File: src/rtl/mc_ctrl_pkg.sv
// Shared definitions for the multicycle ARMv4 control unit: FSM states,
// instruction field codes, datapath select encodings and the cmd decoder.
package mc_ctrl_pkg;

  localparam int STATE_BITS = 4;

  typedef enum logic [STATE_BITS-1:0] {
    S_FETCH  = 4'd0,
    S_DECODE = 4'd1,
    S_MEMADR = 4'd2,
    S_MEMRD  = 4'd3,
    S_MEMWB  = 4'd4,
    S_MEMWR  = 4'd5,
    S_EXECR  = 4'd6,
    S_EXECI  = 4'd7,
    S_ALUWB  = 4'd8,
    S_BRANCH = 4'd9,
    S_BRWB   = 4'd10
  } state_t;

  // ALUControl codes
  localparam logic [2:0] ALU_ADD = 3'b000;
  localparam logic [2:0] ALU_SUB = 3'b001;
  localparam logic [2:0] ALU_AND = 3'b010;
  localparam logic [2:0] ALU_ORR = 3'b011;
  localparam logic [2:0] ALU_EOR = 3'b100;

  // op field, Instr[27:26]
  localparam logic [1:0] OP_DP  = 2'b00;
  localparam logic [1:0] OP_MEM = 2'b01;
  localparam logic [1:0] OP_BR  = 2'b10;
  localparam logic [1:0] OP_NOP = 2'b11;

  // cmd field, Instr[24:21]
  localparam logic [3:0] CMD_AND = 4'b0000;
  localparam logic [3:0] CMD_EOR = 4'b0001;
  localparam logic [3:0] CMD_SUB = 4'b0010;
  localparam logic [3:0] CMD_ADD = 4'b0100;
  localparam logic [3:0] CMD_CMP = 4'b1010;
  localparam logic [3:0] CMD_ORR = 4'b1100;

  // ARM condition codes, Instr[31:28]
  localparam logic [3:0] COND_EQ = 4'b0000;
  localparam logic [3:0] COND_NE = 4'b0001;
  localparam logic [3:0] COND_CS = 4'b0010;
  localparam logic [3:0] COND_CC = 4'b0011;
  localparam logic [3:0] COND_MI = 4'b0100;
  localparam logic [3:0] COND_PL = 4'b0101;
  localparam logic [3:0] COND_VS = 4'b0110;
  localparam logic [3:0] COND_VC = 4'b0111;
  localparam logic [3:0] COND_HI = 4'b1000;
  localparam logic [3:0] COND_LS = 4'b1001;
  localparam logic [3:0] COND_GE = 4'b1010;
  localparam logic [3:0] COND_LT = 4'b1011;
  localparam logic [3:0] COND_GT = 4'b1100;
  localparam logic [3:0] COND_LE = 4'b1101;
  localparam logic [3:0] COND_AL = 4'b1110;
  localparam logic [3:0] COND_NV = 4'b1111;

  // Datapath select encodings
  localparam logic       ADR_PC      = 1'b0;
  localparam logic       ADR_ALUOUT  = 1'b1;
  localparam logic [1:0] SRCA_REG    = 2'd0;
  localparam logic [1:0] SRCA_PC     = 2'd1;
  localparam logic [1:0] SRCA_ZERO   = 2'd2;
  localparam logic [1:0] SRCB_RD2    = 2'd0;
  localparam logic [1:0] SRCB_IMM    = 2'd1;
  localparam logic [1:0] SRCB_FOUR   = 2'd2;
  localparam logic [1:0] RES_ALUOUT  = 2'd0;
  localparam logic [1:0] RES_MEM     = 2'd1;
  localparam logic [1:0] RES_PC4     = 2'd2;
  localparam logic [1:0] IMM_DP      = 2'd0;
  localparam logic [1:0] IMM_MEM     = 2'd1;
  localparam logic [1:0] IMM_BR      = 2'd2;
  localparam logic [1:0] REGSRC_RD   = 2'b00;
  localparam logic [1:0] REGSRC_PC   = 2'b01;
  localparam logic [1:0] REGSRC_RD2  = 2'b10;

  typedef struct packed {
    logic       supported;  // cmd is one the core implements
    logic       is_cmp;     // compare: flags only, no register write
    logic       is_arith;   // ADD/SUB/CMP: C and V are meaningful
    logic [2:0] alu;        // ALUControl for this cmd
  } cmd_info_t;

  // Unsupported cmds still drive ADD on the ALU; their result is never
  // written and their flags are never captured.
  function automatic cmd_info_t cmd_decode(input logic [3:0] cmd);
    cmd_info_t ci;
    ci = '{supported: 1'b1, is_cmp: 1'b0, is_arith: 1'b0, alu: ALU_ADD};
    case (cmd)
      CMD_AND: ci.alu = ALU_AND;
      CMD_EOR: ci.alu = ALU_EOR;
      CMD_ORR: ci.alu = ALU_ORR;
      CMD_ADD: begin ci.alu = ALU_ADD; ci.is_arith = 1'b1; end
      CMD_SUB: begin ci.alu = ALU_SUB; ci.is_arith = 1'b1; end
      CMD_CMP: begin ci.alu = ALU_SUB; ci.is_arith = 1'b1; ci.is_cmp = 1'b1; end
      default: ci.supported = 1'b0;
    endcase
    return ci;
  endfunction

endpackage

File: src/rtl/mc_controller_if.sv
// Control bundle between the control unit (master) and the datapath (slave).
// There is no handshake on this bundle: every signal is a level that is
// valid for the whole clock cycle it is driven in, and the datapath acts on
// the enables at the next rising edge.
interface mc_controller_if;
  logic [19:0] Instr;
  logic [3:0]  ALUFlags;
  logic        PCWrite;
  logic        MemWrite;
  logic        RegWrite;
  logic        IRWrite;
  logic        AdrSrc;
  logic [1:0]  RegSrc;
  logic [1:0]  ALUSrcA;
  logic [1:0]  ALUSrcB;
  logic [1:0]  ResultSrc;
  logic [1:0]  ImmSrc;
  logic [2:0]  ALUControl;

  modport master (
    input  Instr, ALUFlags,
    output PCWrite, MemWrite, RegWrite, IRWrite, AdrSrc, RegSrc,
           ALUSrcA, ALUSrcB, ResultSrc, ImmSrc, ALUControl
  );

  modport slave (
    output Instr, ALUFlags,
    input  PCWrite, MemWrite, RegWrite, IRWrite, AdrSrc, RegSrc,
           ALUSrcA, ALUSrcB, ResultSrc, ImmSrc, ALUControl
  );
endinterface

File: src/rtl/mc_controller_cond_unit.sv
// NZCV flags register, ARM condition evaluator and flag write masking.
module cond_unit
  import mc_ctrl_pkg::*;
(
  input  logic       clk,
  input  logic       reset,
  input  logic [3:0] cond,
  input  logic [3:0] alu_flags,   // {N,Z,C,V} from the ALU this cycle
  input  logic       exec_cycle,  // FSM is in EXECR or EXECI
  input  logic       s_bit,
  input  logic       is_cmp,
  input  logic       is_arith,
  input  logic       supported,
  output logic       cond_ex
);

  logic [3:0] nzcv_q;
  logic       n, z, c, v;
  logic       nz_we, cv_we;

  assign {n, z, c, v} = nzcv_q;

  // Evaluate the condition field against the stored flags; 1111 never passes.
  always_comb begin
    cond_ex = 1'b0;
    case (cond)
      COND_EQ: cond_ex = z;
      COND_NE: cond_ex = ~z;
      COND_CS: cond_ex = c;
      COND_CC: cond_ex = ~c;
      COND_MI: cond_ex = n;
      COND_PL: cond_ex = ~n;
      COND_VS: cond_ex = v;
      COND_VC: cond_ex = ~v;
      COND_HI: cond_ex = c & ~z;
      COND_LS: cond_ex = ~c | z;
      COND_GE: cond_ex = (n == v);
      COND_LT: cond_ex = (n != v);
      COND_GT: cond_ex = ~z & (n == v);
      COND_LE: cond_ex = z | (n != v);
      COND_AL: cond_ex = 1'b1;
      default: cond_ex = 1'b0;
    endcase
  end

  // N/Z follow any flag-setting op; C/V only when the ALU did arithmetic.
  assign nz_we = exec_cycle & cond_ex & (s_bit | is_cmp) & supported;
  assign cv_we = nz_we & is_arith;

  // Flags register with per-pair write enables.
  always_ff @(posedge clk) begin
    if (reset) begin
      nzcv_q <= 4'b0000;
    end else begin
      if (nz_we) nzcv_q[3:2] <= alu_flags[3:2];
      if (cv_we) nzcv_q[1:0] <= alu_flags[1:0];
    end
  end

endmodule

File: src/rtl/mc_controller.sv
// Multicycle ARMv4 control unit: instruction decode, main FSM and the
// condition-gated write enables for PC, register file and memory.
module mc_controller
  import mc_ctrl_pkg::*;
#(
  parameter int STATE_W = 4
) (
  input  logic               clk,
  input  logic               reset,
  mc_controller_if.master    bus,
  output logic [STATE_W-1:0] State
);

  state_t    state_q, state_d;
  cmd_info_t ci;
  logic      cond_ex;
  logic [3:0] cond;
  logic [1:0] op;
  logic [3:0] cmd;
  logic       i_bit, s_bit, l_bit, u_bit;
  logic       unused_bits;

  // Instr holds bits [31:12]; the Rn/Rd fields only matter to the datapath.
  assign cond        = bus.Instr[19:16];
  assign op          = bus.Instr[15:14];
  assign i_bit       = bus.Instr[13];
  assign cmd         = bus.Instr[12:9];
  assign u_bit       = bus.Instr[11];
  assign s_bit       = bus.Instr[8];
  assign l_bit       = bus.Instr[8];
  assign unused_bits = ^bus.Instr[7:0];
  assign ci          = cmd_decode(cmd);

  assign State = STATE_W'(state_q);

  cond_unit u_cond (
    .clk        (clk),
    .reset      (reset),
    .cond       (cond),
    .alu_flags  (bus.ALUFlags),
    .exec_cycle ((state_q == S_EXECR) || (state_q == S_EXECI)),
    .s_bit      (s_bit),
    .is_cmp     (ci.is_cmp),
    .is_arith   (ci.is_arith),
    .supported  (ci.supported),
    .cond_ex    (cond_ex)
  );

  // State register.
  always_ff @(posedge clk) begin
    if (reset) state_q <= S_FETCH;
    else       state_q <= state_d;
  end

  // Next state and per-state datapath controls; reset zeroes every control.
  always_comb begin
    state_d        = state_q;
    bus.PCWrite    = 1'b0;
    bus.MemWrite   = 1'b0;
    bus.RegWrite   = 1'b0;
    bus.IRWrite    = 1'b0;
    bus.AdrSrc     = ADR_PC;
    bus.RegSrc     = REGSRC_RD;
    bus.ALUSrcA    = SRCA_REG;
    bus.ALUSrcB    = SRCB_RD2;
    bus.ResultSrc  = RES_ALUOUT;
    bus.ImmSrc     = IMM_DP;
    bus.ALUControl = ALU_ADD;
    case (state_q)
      S_FETCH: begin
        bus.IRWrite   = 1'b1;
        bus.PCWrite   = 1'b1;
        bus.ALUSrcA   = SRCA_PC;
        bus.ALUSrcB   = SRCB_FOUR;
        bus.ResultSrc = RES_PC4;
        state_d       = S_DECODE;
      end
      S_DECODE: begin
        bus.RegSrc  = (op == OP_MEM && !l_bit) ? REGSRC_RD2 : REGSRC_RD;
        bus.ALUSrcA = SRCA_PC;
        bus.ALUSrcB = SRCB_FOUR;
        case (op)
          OP_DP:   state_d = i_bit ? S_EXECI : S_EXECR;
          OP_MEM:  state_d = S_MEMADR;
          OP_BR:   state_d = S_BRANCH;
          default: state_d = S_FETCH;
        endcase
      end
      S_EXECR: begin
        bus.ALUControl = ci.alu;
        state_d        = S_ALUWB;
      end
      S_EXECI: begin
        bus.ALUSrcB    = SRCB_IMM;
        bus.ImmSrc     = IMM_DP;
        bus.ALUControl = ci.alu;
        state_d        = S_ALUWB;
      end
      S_ALUWB: begin
        bus.RegWrite = cond_ex & ~ci.is_cmp & ci.supported;
        state_d      = S_FETCH;
      end
      S_MEMADR: begin
        bus.ALUSrcB    = SRCB_IMM;
        bus.ImmSrc     = IMM_MEM;
        bus.ALUControl = u_bit ? ALU_ADD : ALU_SUB;
        state_d        = l_bit ? S_MEMRD : S_MEMWR;
      end
      S_MEMRD: begin
        bus.AdrSrc = ADR_ALUOUT;
        state_d    = S_MEMWB;
      end
      S_MEMWB: begin
        bus.AdrSrc    = ADR_ALUOUT;
        bus.ResultSrc = RES_MEM;
        bus.RegWrite  = cond_ex;
        state_d       = S_FETCH;
      end
      S_MEMWR: begin
        bus.AdrSrc   = ADR_ALUOUT;
        bus.RegSrc   = REGSRC_RD2;
        bus.MemWrite = cond_ex;
        state_d      = S_FETCH;
      end
      S_BRANCH: begin
        bus.RegSrc  = REGSRC_PC;
        bus.ALUSrcA = SRCA_PC;
        bus.ALUSrcB = SRCB_IMM;
        bus.ImmSrc  = IMM_BR;
        state_d     = S_BRWB;
      end
      S_BRWB: begin
        bus.PCWrite = cond_ex;
        state_d     = S_FETCH;
      end
      default: state_d = S_FETCH;
    endcase
    if (reset) begin
      state_d        = S_FETCH;
      bus.PCWrite    = 1'b0;
      bus.MemWrite   = 1'b0;
      bus.RegWrite   = 1'b0;
      bus.IRWrite    = 1'b0;
      bus.AdrSrc     = ADR_PC;
      bus.RegSrc     = REGSRC_RD;
      bus.ALUSrcA    = SRCA_REG;
      bus.ALUSrcB    = SRCB_RD2;
      bus.ResultSrc  = RES_ALUOUT;
      bus.ImmSrc     = IMM_DP;
      bus.ALUControl = ALU_ADD;
    end
  end

endmodule

File: src/flat_wrapper.sv
// flat-port wrapper written by rule: the top's interface ports become plain ports
module mc_controller_flat import mc_ctrl_pkg::*;
#(
  parameter int STATE_W = 4
)
  (clk, reset, State, bus_Instr, bus_ALUFlags, bus_PCWrite, bus_MemWrite, bus_RegWrite, bus_IRWrite, bus_AdrSrc, bus_RegSrc, bus_ALUSrcA, bus_ALUSrcB, bus_ResultSrc, bus_ImmSrc, bus_ALUControl);
  mc_controller_if bus_i ();
  input  logic clk;
  input  logic reset;
  output logic [STATE_W-1:0] State;
  input wire logic [$bits(bus_i.Instr)-1:0] bus_Instr;
  input wire logic [$bits(bus_i.ALUFlags)-1:0] bus_ALUFlags;
  output wire logic [$bits(bus_i.PCWrite)-1:0] bus_PCWrite;
  output wire logic [$bits(bus_i.MemWrite)-1:0] bus_MemWrite;
  output wire logic [$bits(bus_i.RegWrite)-1:0] bus_RegWrite;
  output wire logic [$bits(bus_i.IRWrite)-1:0] bus_IRWrite;
  output wire logic [$bits(bus_i.AdrSrc)-1:0] bus_AdrSrc;
  output wire logic [$bits(bus_i.RegSrc)-1:0] bus_RegSrc;
  output wire logic [$bits(bus_i.ALUSrcA)-1:0] bus_ALUSrcA;
  output wire logic [$bits(bus_i.ALUSrcB)-1:0] bus_ALUSrcB;
  output wire logic [$bits(bus_i.ResultSrc)-1:0] bus_ResultSrc;
  output wire logic [$bits(bus_i.ImmSrc)-1:0] bus_ImmSrc;
  output wire logic [$bits(bus_i.ALUControl)-1:0] bus_ALUControl;
  assign bus_i.Instr = bus_Instr;
  assign bus_i.ALUFlags = bus_ALUFlags;
  assign bus_PCWrite = bus_i.PCWrite;
  assign bus_MemWrite = bus_i.MemWrite;
  assign bus_RegWrite = bus_i.RegWrite;
  assign bus_IRWrite = bus_i.IRWrite;
  assign bus_AdrSrc = bus_i.AdrSrc;
  assign bus_RegSrc = bus_i.RegSrc;
  assign bus_ALUSrcA = bus_i.ALUSrcA;
  assign bus_ALUSrcB = bus_i.ALUSrcB;
  assign bus_ResultSrc = bus_i.ResultSrc;
  assign bus_ImmSrc = bus_i.ImmSrc;
  assign bus_ALUControl = bus_i.ALUControl;
  mc_controller #(.STATE_W(STATE_W)) u_core (.clk(clk), .reset(reset), .bus(bus_i), .State(State));
endmodule
File: config.mk
export PLATFORM = sky130hd
export DESIGN_NAME = mc_controller_flat
export DESIGN_NICKNAME = d
export VERILOG_FILES = /design/src/rtl/mc_ctrl_pkg.sv /design/src/rtl/mc_controller_if.sv /design/src/rtl/mc_controller_cond_unit.sv /design/src/rtl/mc_controller.sv /design/src/flat_wrapper.sv
export SDC_FILE = /design/constraint.sdc
export NUM_CORES = 1
export LEC_CHECK = 0
export ABC_AREA = 0
export CAP_MARGIN = 5
export CORE_ASPECT_RATIO = 1.4
export CORE_MARGIN = 4
export CORE_UTILIZATION = 40
export DETAILED_ROUTE_END_ITERATION = 8
export GPL_TIMING_DRIVEN = 0
export PLACE_DENSITY = 0.89
export SLEW_MARGIN = 40
export SYNTH_ARGS = -nofsm -noshare
export SYNTH_HDL_FRONTEND = slang
export SYNTH_HIERARCHICAL = 1
export SYNTH_SLANG_ARGS = --single-unit
export TNS_END_PERCENT = 20
File: constraint.sdc
create_clock -name clk -period 3.1 [get_ports clk]
set_input_delay 0.62 -clock clk [delete_from_list [all_inputs] [get_ports clk]]
set_output_delay 0.62 -clock clk [all_outputs]
set_load 0.05 [all_outputs]
Word level (Yosys, flattened, before mapping)
Cells that the tools add are included.
{"block": "op_classes", "eq_ne": 33, "mux": 33, "n_bitwise": 16, "reduce_logical": 15}
{"op": "4-bit == test (second input constant)", "n": 12}
{"op": "4-bit by 3-bit == test with 1-bit output (second input constant)", "n": 9}
{"op": "4-bit one-hot mux with 6 select lines", "n": 1}
{"op": "4-bit by 2-bit == test with 1-bit output (second input constant)", "n": 5}
{"op": "1-bit 2-to-1 mux", "n": 15}
{"op": "1-bit one-hot mux with 15 select lines", "n": 1}
{"op": "4-bit by 1-bit == test with 1-bit output (second input constant)", "n": 3}
{"op": "4-bit logical NOT", "n": 3}
{"op": "2-bit one-hot mux with 2 select lines", "n": 3}
{"op": "3-bit one-hot mux with 4 select lines", "n": 1}
{"op": "4-bit one-hot mux with 3 select lines", "n": 1}
{"op": "3-bit OR reduction", "n": 4}
{"op": "2-bit 2-to-1 mux", "n": 5}
{"op": "1-bit AND", "n": 8}
{"op": "3-bit 2-to-1 mux", "n": 2}
{"op": "2-bit one-hot mux with 3 select lines", "n": 1}
{"op": "3-bit one-hot mux with 2 select lines", "n": 1}
{"op": "2-bit OR reduction", "n": 3}
{"op": "6-bit OR reduction", "n": 1}
{"op": "1-bit inverter", "n": 5}
{"op": "1-bit one-hot mux with 2 select lines", "n": 2}
{"op": "1-bit bitwise OR", "n": 3}
{"op": "2-bit by 1-bit == test with 1-bit output (second input constant)", "n": 1}
{"op": "2-bit == test (second input constant)", "n": 1}
{"op": "other kinds (6)", "n": 6}
{"block": "totals", "out_inout_bits": 22, "elab_cells": 100, "ff_bits": 8, "inputBits": 26}

Longest topological paths before layout
Gate-level depths: netlist of run 1.
{"block": "logic_depth", "word_depth": 7, "ltp_mapped": 9, "mapped_depth_nobuf": 8}

Cells and area by module
Netlist of run 1, hierarchy kept.
{"mod": "mc_controller", "seq_area_each_um2": 80.1, "area_each_um2": 525.5, "cells_per_inst": 80, "instances": 1}
{"mod": "cond_unit", "seq_area_each_um2": 80.1, "area_each_um2": 415.4, "cells_per_inst": 49, "instances": 1}

Worst setup path before layout of run 1
OpenSTA, ideal clock, no wires.
{"block": "synth_timing", "path_kind": "register to output", "from": "reg u_core.state_q[0], in the netlist u_core/State[0]", "to": "out bus_ALUSrcA[0]", "t_arrival_ps": 3434, "n_path_buf": 1, "setup_slack_ps": -954, "stages_incl_launch_ff": 4, "required_ps": 2480, "path_cell_list": "dfxtp_1 buf_2 inv_1 a2111oi_0"}
{"block": "synth_between", "elab_chain_cells": 4, "elab_cells_between_ends": 6, "cone_classes": "eq/ne: 2; mux: 2; reduce/logical: 2"}
{"item": "from (decl)", "line": "mc_controller.sv:14", "source": "state_t state_q, state_d;"}
{"item": "from (signal assigned)", "line": "mc_controller.sv:52", "source": "else state_q <= state_d;"}
{"item": "4-bit == test, or another cell as far along", "line": "mc_controller.sv:69", "source": "case (state_q)"}
{"item": "3-bit OR reduction (no source line) (*)"}
{"item": "1-bit 2-to-1 mux (*)", "line": "mc_controller.sv:69"}
{"item": "1-bit 2-to-1 mux (*)", "line": "mc_controller.sv:138", "source": "if (reset) begin"}
{"item": "to (decl)", "line": "flat_wrapper.sv:19", "source": "output wire logic [$bits(bus_i.ALUSrcA)-1:0] bus_ALUSrcA;"}
Every way passes the cells marked *; elsewhere a longest branch is shown, timed or not.

Final worst setup path of run 1
{"block": "layout_timing", "from": "in bus_Instr[19]", "to": "out bus_RegWrite"}
{"block": "layout_between", "elab_chain_cells": 6, "elab_cells_between_ends": 20, "cone_classes": "eq/ne: 14; mux: 3; bitwise: 2; reduce/logical: 1"}
{"item": "from (decl)", "line": "flat_wrapper.sv:11", "source": "input wire logic [$bits(bus_i.Instr)-1:0] bus_Instr;"}
{"item": "4-bit == test, or another cell as far along", "line": "mc_controller_cond_unit.sv:26", "source": "case (cond)"}
{"item": "1-bit one-hot mux with 15 select lines (*)", "line": "mc_controller_cond_unit.sv:26"}
{"item": "via u_core.cond_ex", "line": "mc_controller.sv:16", "source": "logic cond_ex;"}
{"item": "1-bit AND (2 in series)", "line": "mc_controller.sv:100", "source": "bus.RegWrite = cond_ex & ~ci.is_cmp & ci.supported;"}
{"item": "1-bit one-hot mux with 2 select lines (*)", "line": "mc_controller.sv:69"}
{"item": "1-bit 2-to-1 mux (*)", "line": "mc_controller.sv:138"}
{"item": "to (decl)", "line": "flat_wrapper.sv:15", "source": "output wire logic [$bits(bus_i.RegWrite)-1:0] bus_RegWrite;"}
The timed path passes the listed nets; every way through them passes the cells marked *.

==> impl_metrics.csv, run 1 <==
group,metric,value,unit
floorplanning,core,2200,µm²
hold_path,hold_class,"flip-flop to flip-flop",
floorplanning,die_x,49.0,µm
power,clockPowerShare,19.2,%
cells_and_area,nets,199,
routing,num_vias,1079,
timing,rsz0062_at_grt,"true",
routing,via_per_inst,5.59,
routing,wl,2950,µm
worst_setup_path,crit_fanout,6,
worst_setup_path,cp_cell_sequence,"buf_4 > nor2b_4 > a221oi_4 > o221ai_4 > a2111oi_4 > inv_1 > nor4b_4 > o311ai_1 > o21ai_1 > buf_6",
synth,synth_top_family_by_area,"simple AND/OR/NAND/NOR gates",
synth,syn_avg_cell_area,7.29,µm²
floorplanning,die_h,65.4,µm
grt,grt_pass1_wl,4460,µm
timing,worstMarginPinSlew,0.595,ns
status,outcome,"completed",
power,p_sw,0.168,mW
cts,root_buffer,"clkbuf_4",
grt,grt_usage,16.9,%
cells_and_area,drive_above_1_share,22.8,%
synth,synth_area,941,µm²
cells_and_area,utilization,65.1,%
hold_path,whs_path_depth,2,
floorplanning,ios,48,
floorplanning,dieArea,3200,µm²
synth,syn_nets,155,
timing,final_min_period_over_clock_period,98.7,%
power,powerDensity,281,nW/µm²
power,pwr-share-seq,27.7,%
worst_setup_path,cpPeakStageDelay,0.40,ns
cts,cts-buffers-inserted,3,
grt,grt_max_degree,11,
worst_setup_path,regToRegSetupSlack,1.02,ns
worst_setup_path,worstSetupStartpointType,"input pin",
timing,finalHoldViolCount,0,
cells_and_area,final_cell_mix,"clkdlybuf4s50_1 (18), nand2b_1 (11), nor3_1 (11), nand2_1 (9), inv_1 (9)",
cts,cts_tree,"done",
cts,cts.path.max_buffers,2,
synth,netlist_instances,129,
worst_setup_path,required,2.48,ns
job,cap_violations,0,
cells_and_area,syn2layout_area_growth,52.4,%
place,io_buffers,37,
synth,synth_compound_area_share,23.0,%
synth,ys_ff_latch,8,
timing,skew,0.00230,ns
cts,cts_sinks,8,
grt,grt_pass1_vias,1048,
worst_setup_path,reg2reg_to,"u_core/u_cond/nzcv_q[1]",
synth,synthMuxAreaShare,6.52,%
worst_setup_path,critPathCaptureType,"output port",
place,routabilityCongestion,0.845,
routing,wl_per_cell,15.3,µm
grt,grt-ovfl-total,0,
place,place_ws,-1.17,ns
routing,ant_nets,0,
timing,final_max_slew_viol_count,0,
routing,drtPass1Iterations,4,
grt,antenna_found_initial,0,
cells_and_area,final_cell_count_no_fill,193,
place,place_hpwl,2230,µm
hold_path,worstHoldStart,"u_core/u_cond/nzcv_q[1]",
cts,insertion_delay,0.25,ns
cts,clk_pin_slew,0.05,ns
worst_setup_path,worst-r2r-cell-count,7,
cells_and_area,antennaDiodeCount,0,
power,p_leak,0.590,nW
cells_and_area,final_common_cell,"clkdlybuf4s50_1",
power,combPwrFrac,53.1,%
timing,max_freq,327,MHz
synth,ys_async_sr_fraction,0,%
hold_path,worstHoldEndpoint,"u_core/u_cond/nzcv_q[1]",
timing,setup_ws,0.0405,ns
worst_setup_path,r2r-start,"u_core/u_cond/nzcv_q[3]",
worst_setup_path,critical_path_class,"input pin to output port",
worst_setup_path,arrival,2.44,ns
synth,ys_seq_area_share,17.0,%
worst_setup_path,crit_path_top_delay_cell,"a2111oi_4",
synth,synthFlopType,"dfxtp_1",
synth,ys_types,47,
power,finalPower,0.403,mW
routing,drt_iter0_drc,18,
synth,yosys.area_share.adder,0,%
synth,synthXorXnorAreaFrac,4.65,%
power,switching_share,41.6,%
routing,drc,0,
power,p_int,0.236,mW
timing,setup_tns,0,ns
power,peakVddDrop,0.273,mV
place,place_inst,188,
synth,synth_enable_flop_cells,0,
timing,setup_viol,0,
cts,htree_levels,1,
synth,synth-warning-count,6,
timing,slew_headroom,60.3,%
floorplanning,initial_utilization,42.7,%
floorplanning,rows,20,
synth,synthSimpleGateAreaFrac,39.5,%
timing,post-route-min-period,3.06,ns
## sequential cells by signal, summed over array words and instances (netlist names)
register,count
u_core/u_cond/nzcv_q,4
u_core/State,4
## power groups by stage
stage	Combinational, mW	Clock [mW]	Sequential [mW]
after detailed placement	0.199	0	0.113
final	0.214	0.0773	0.112
after global routing	0.227	0.0907	0.112
after CTS	0.199	0.0800	0.111
after global placement	0.194	0	0.113
after floorplan	0.118	0	0.125
## final cells by class
class / instances / area (µm²)
multi-input cells: 102 / 793
fillers: 210 / 768
repair buffers: 39 / 344
flip-flops and latches: 8 / 163
plain buffers: 9 / 46.3
inverters: 10 / 37.5
well taps: 22 / 27.5
clock buffers: 3 / 22.5
## how the worst max path moves through the flow
stage | startpoint | end | slack (ns) | cells after the start
2_1_floorplan | bus_Instr[18] | bus_RegWrite | -0.22 | 9
3_3_place_gp | bus_Instr[19] | bus_RegWrite | -1.08 | 10
3_5_place_dp | bus_Instr[19] | bus_RegWrite | -1.17 | 10
4_1_cts | reset | bus_ALUControl[0] | -0.20 | 6
5_1_grt | bus_Instr[18] | bus_MemWrite | -0.03 | 9
6_report | bus_Instr[19] | bus_RegWrite | 0.04 | 10
## synthesized netlist by cell type (2+ instances only)
cell      number  area (µm²)
a21oi_1        6        30.0
nand2_1        9        33.8
clkbuf_2       2        10.0
nor4b_1        3        26.3
clkbuf_1       3        11.3
nor2b_1        7        43.8
nand2b_1      12        75.1
o21ai_1        2        10.0
xor2_1         4        35.0
dfxtp_1        8         160
nor2_1         8        30.0
mux2i_1        5        50.1
nor3b_1        2        15.0
buf_4          2        15.0
o211ai_1       2        15.0
inv_1         10        37.5
or4_1          2        15.0
o21ai_0        2        10.0
buf_2          2        10.0
nor3_1        11        55.1
## metrics by stage
| step | hold slack (ns) | area, µm² |
|---|---|---|
| 6_report | 0.526 | 1430 |
| 4_1_cts | 0.513 | 1390 |
| 3_5_place_dp | 0.500 | 1350 |
| 5_1_grt | 0.556 | 1430 |
| 3_3_place_gp | 0.493 | 1350 |
| 2_1_floorplan | 0.468 | 953 |
## what timing repair did
| action | CTS | global route |
|---|---|---|
| setup endpoints to repair | 15 | 13 |
| pin swaps | 1 | 5 |
| hold buffers | 0 | 0 |
| resized for setup | 38 | 33 |
| setup buffers | 1 | 1 |
## layer usage
layer	vias up	routed length [µm]	track usage, %
li1	542	-	-
met1	486	1120	17.0
met2	47	1630	32.7
met3	4	183	4.76
met4	0	23	5.05
met5	-	0	0
## cell families after synthesis
group | Yosys count
mux | 6
xor+xnor | 5
buf+inv | 19
other cells | 1
compound gates | 26
simple gates | 64
flops | 8
## critical path: cells and delay by family
kind | cells | cell delay (ns)
AOI/OAI and AO/OA | 5 | 1.09
buffers and inverters | 3 | 0.44
and+or+nand+nor | 2 | 0.29
(Power assumes the default switching activity.)
==> inputs of run 2 (changes only) <==
- CORE_UTILIZATION: 40 -> 30
- PLACE_DENSITY: 0.89 -> 0.71
- clock period: 3.1 -> 3.8 ns (I/O delays scaled with it)
==> run 2 against run 1 <==
Global-route usage down 3.9 points. Clock skew increased by 0.0011 ns. Non-clock buffer count decreased by 2. Wire length decreased by 9.7%. Utilization shrank 16 points. Cell count rose by 6.7%. Hold slack worse by 0.013 ns. Critical path depth did not move. Sequential share of layout area fell by 0.15 points. Total power down 12%. Clock power rose by 31%. Die area rose by 28%.
==> impl_metrics.csv, run 2 (synthesized netlist as in run 1, its figures left out) <==
group,metric,value,unit
cts,insertion_delay,0.23,ns
routing,num_vias,1037,
grt,grt-ovfl-total,0,
cells_and_area,fillers,305,
timing,setup_ws,0.0124,ns
timing,final_max_slew_viol_count,0,
floorplanning,die_h,74.3,µm
grt,grt_max_degree,11,
timing,max_freq,264,MHz
routing,drc,0,
status,outcome,"completed",
grt,grt_pass1_wl,4330,µm
worst_setup_path,worstSetupEndpoint,"bus_RegWrite",
cells_and_area,regArea,160,µm²
grt,gr-usage-met3,2.43,%
worst_setup_path,regToRegSetupSlack,1.93,ns
timing,skew,0.00345,ns
worst_setup_path,worst-r2r-cell-count,6,
cells_and_area,fin_area,1430,µm²
cells_and_area,final_common_cell,"clkdlybuf4s50_1",
power,powerDensity,248,nW/µm²
worst_setup_path,crit_fanout,5,
timing,setup_viol,0,
routing,ant_nets,0,
worst_setup_path,critPathCaptureType,"output port",
cts,cts_tree,"done",
floorplanning,rows,23,
floorplanning,ios,48,
timing,rsz0062_at_grt,"true",
worst_setup_path,critical_path_class,"input pin to output port",
grt,grt_use_met1,13.2,%
timing,final_min_period_over_clock_period,99.7,%
worst_setup_path,arrival,3.03,ns
job,cap_violations,0,
cts,cts.path.max_buffers,2,
floorplanning,initial_utilization,32.1,%
cells_and_area,final_cell_mix,"clkdlybuf4s50_1 (28), nand2b_1 (12), inv_1 (10), nor3_1 (10), nand2_1 (9)",
timing,worstMarginPinSlew,0.507,ns
worst_setup_path,r2r-start,"u_core/u_cond/nzcv_q[2]",
cts,root_buffer,"clkbuf_8",
grt,use_met2,24.9,%
hold_path,worstHoldStart,"u_core/u_cond/nzcv_q[1]",
cells_and_area,multi_input_area,724,µm²
routing,drtPass1Iterations,4,
cells_and_area,syn2layout_area_growth,52.0,%
cts,htree_levels,1,
worst_setup_path,worstSetupStartpointType,"input pin",
cts,cts-buffers-inserted,3,
place,place_hpwl,2090,µm
power,p_leak,0.582,nW
cts,cts_sinks,8,
power,peakVddDrop,0.135,mV
hold_path,hold_class,"flip-flop to flip-flop",
timing,slew_headroom,66.1,%
routing,drt_iter0_drc,27,
floorplanning,die_x,55.3,µm
cells_and_area,drive_above_1_share,13.6,%
floorplanning,core,2940,µm²
routing,wl_per_cell,12.9,µm
cells_and_area,nets,197,
grt,grt_pass1_vias,994,
worst_setup_path,reg2reg_to,"u_core/u_cond/nzcv_q[2]",
cts,clk_pin_slew,0.04,ns
grt,grt_busiest_layer,"met2",
place,io_buffers,37,
cts,cts_hold_buf,0,
grt,antenna_found_initial,0,
place,placed_area,1360,µm²
worst_setup_path,required,3.04,ns
routing,via_per_inst,5.03,
timing,post-route-min-period,3.79,ns
place,place_ws,-0.772,ns
worst_setup_path,critPathLaunch,"bus_Instr[17]",
timing,finalHoldViolCount,0,
floorplanning,dieArea,4110,µm²
grt,grt_usage,13.0,%
cells_and_area,antennaDiodeCount,0,
routing,wl,2670,µm
place,routabilityCongestion,0.904,
-- run 2: area by class of cell --
| type | instances | area share (%) |
|---|---|---|
| clock buffers | 3 | 2.89 |
| repair buffers | 37 | 26.2 |
| multi-input cells | 102 | 50.7 |
| plain buffers | 9 | 3.24 |
| flip-flops and latches | 8 | 11.2 |
| well taps | 37 | 3.24 |
| inverters | 10 | 2.62 |
-- run 2: repair_timing --
action	4_1_cts	5_1_grt
pin swaps	0	1
buffers inserted	0	0
resized for setup	13	13
setup endpoints to repair	4	6
-- run 2: worst max-delay path, stage by stage --
cell and delay (ns):
clkdlybuf4s50_1 0.48, nand2b_1 0.24, a211o_2 0.35, o32ai_2 0.19
a2111oi_4 0.10, inv_1 0.13, nor4b_4 0.21, o311ai_0 0.17
o21ai_1 0.21, buf_6 0.18
-- run 2: metal layers --
metal / part of all wire (%) / vias to the layer above
met1: 39 / 458
met4: 2.0 / 0
met2: 54 / 35
met3: 5.4 / 4
met5: 0 / -
li1: - / 540
-- run 2: worst min-delay path by stage --
stage / cells after the start / to / slack [ns]
final: 2 / u_core/u_cond/nzcv_q[1] / 0.51
after global placement: 2 / u_core/u_cond/nzcv_q[1] / 0.50
after CTS: 2 / u_core/u_cond/nzcv_q[1] / 0.52
after detailed placement: 2 / u_core/u_cond/nzcv_q[1] / 0.51
after floorplan: 2 / u_core/u_cond/nzcv_q[1] / 0.47
after global routing: 2 / u_core/u_cond/nzcv_q[1] / 0.56
-- run 2: per-stage QoR --
step	hold slack [ns]	total power, mW	utilization (%)	cells	setup TNS [ns]
after global routing	0.555	0.375	48.7	206	-0.179
after floorplan	0.468	0.195	-	129	-0.788
final	0.513	0.354	48.7	206	0
after CTS	0.516	0.356	47.7	206	-0.174
after global placement	0.501	0.249	46.2	203	-1.50
after detailed placement	0.507	0.251	46.2	203	-1.70
-- run 2: where the power goes --
| group | switching [mW] | internal, mW | total, mW |
|---|---|---|---|
| Clock | 0.0322 | 0.0685 | 0.101 |
| Sequential | 0.00389 | 0.0874 | 0.0913 |
| Combinational | 0.0973 | 0.0650 | 0.162 |
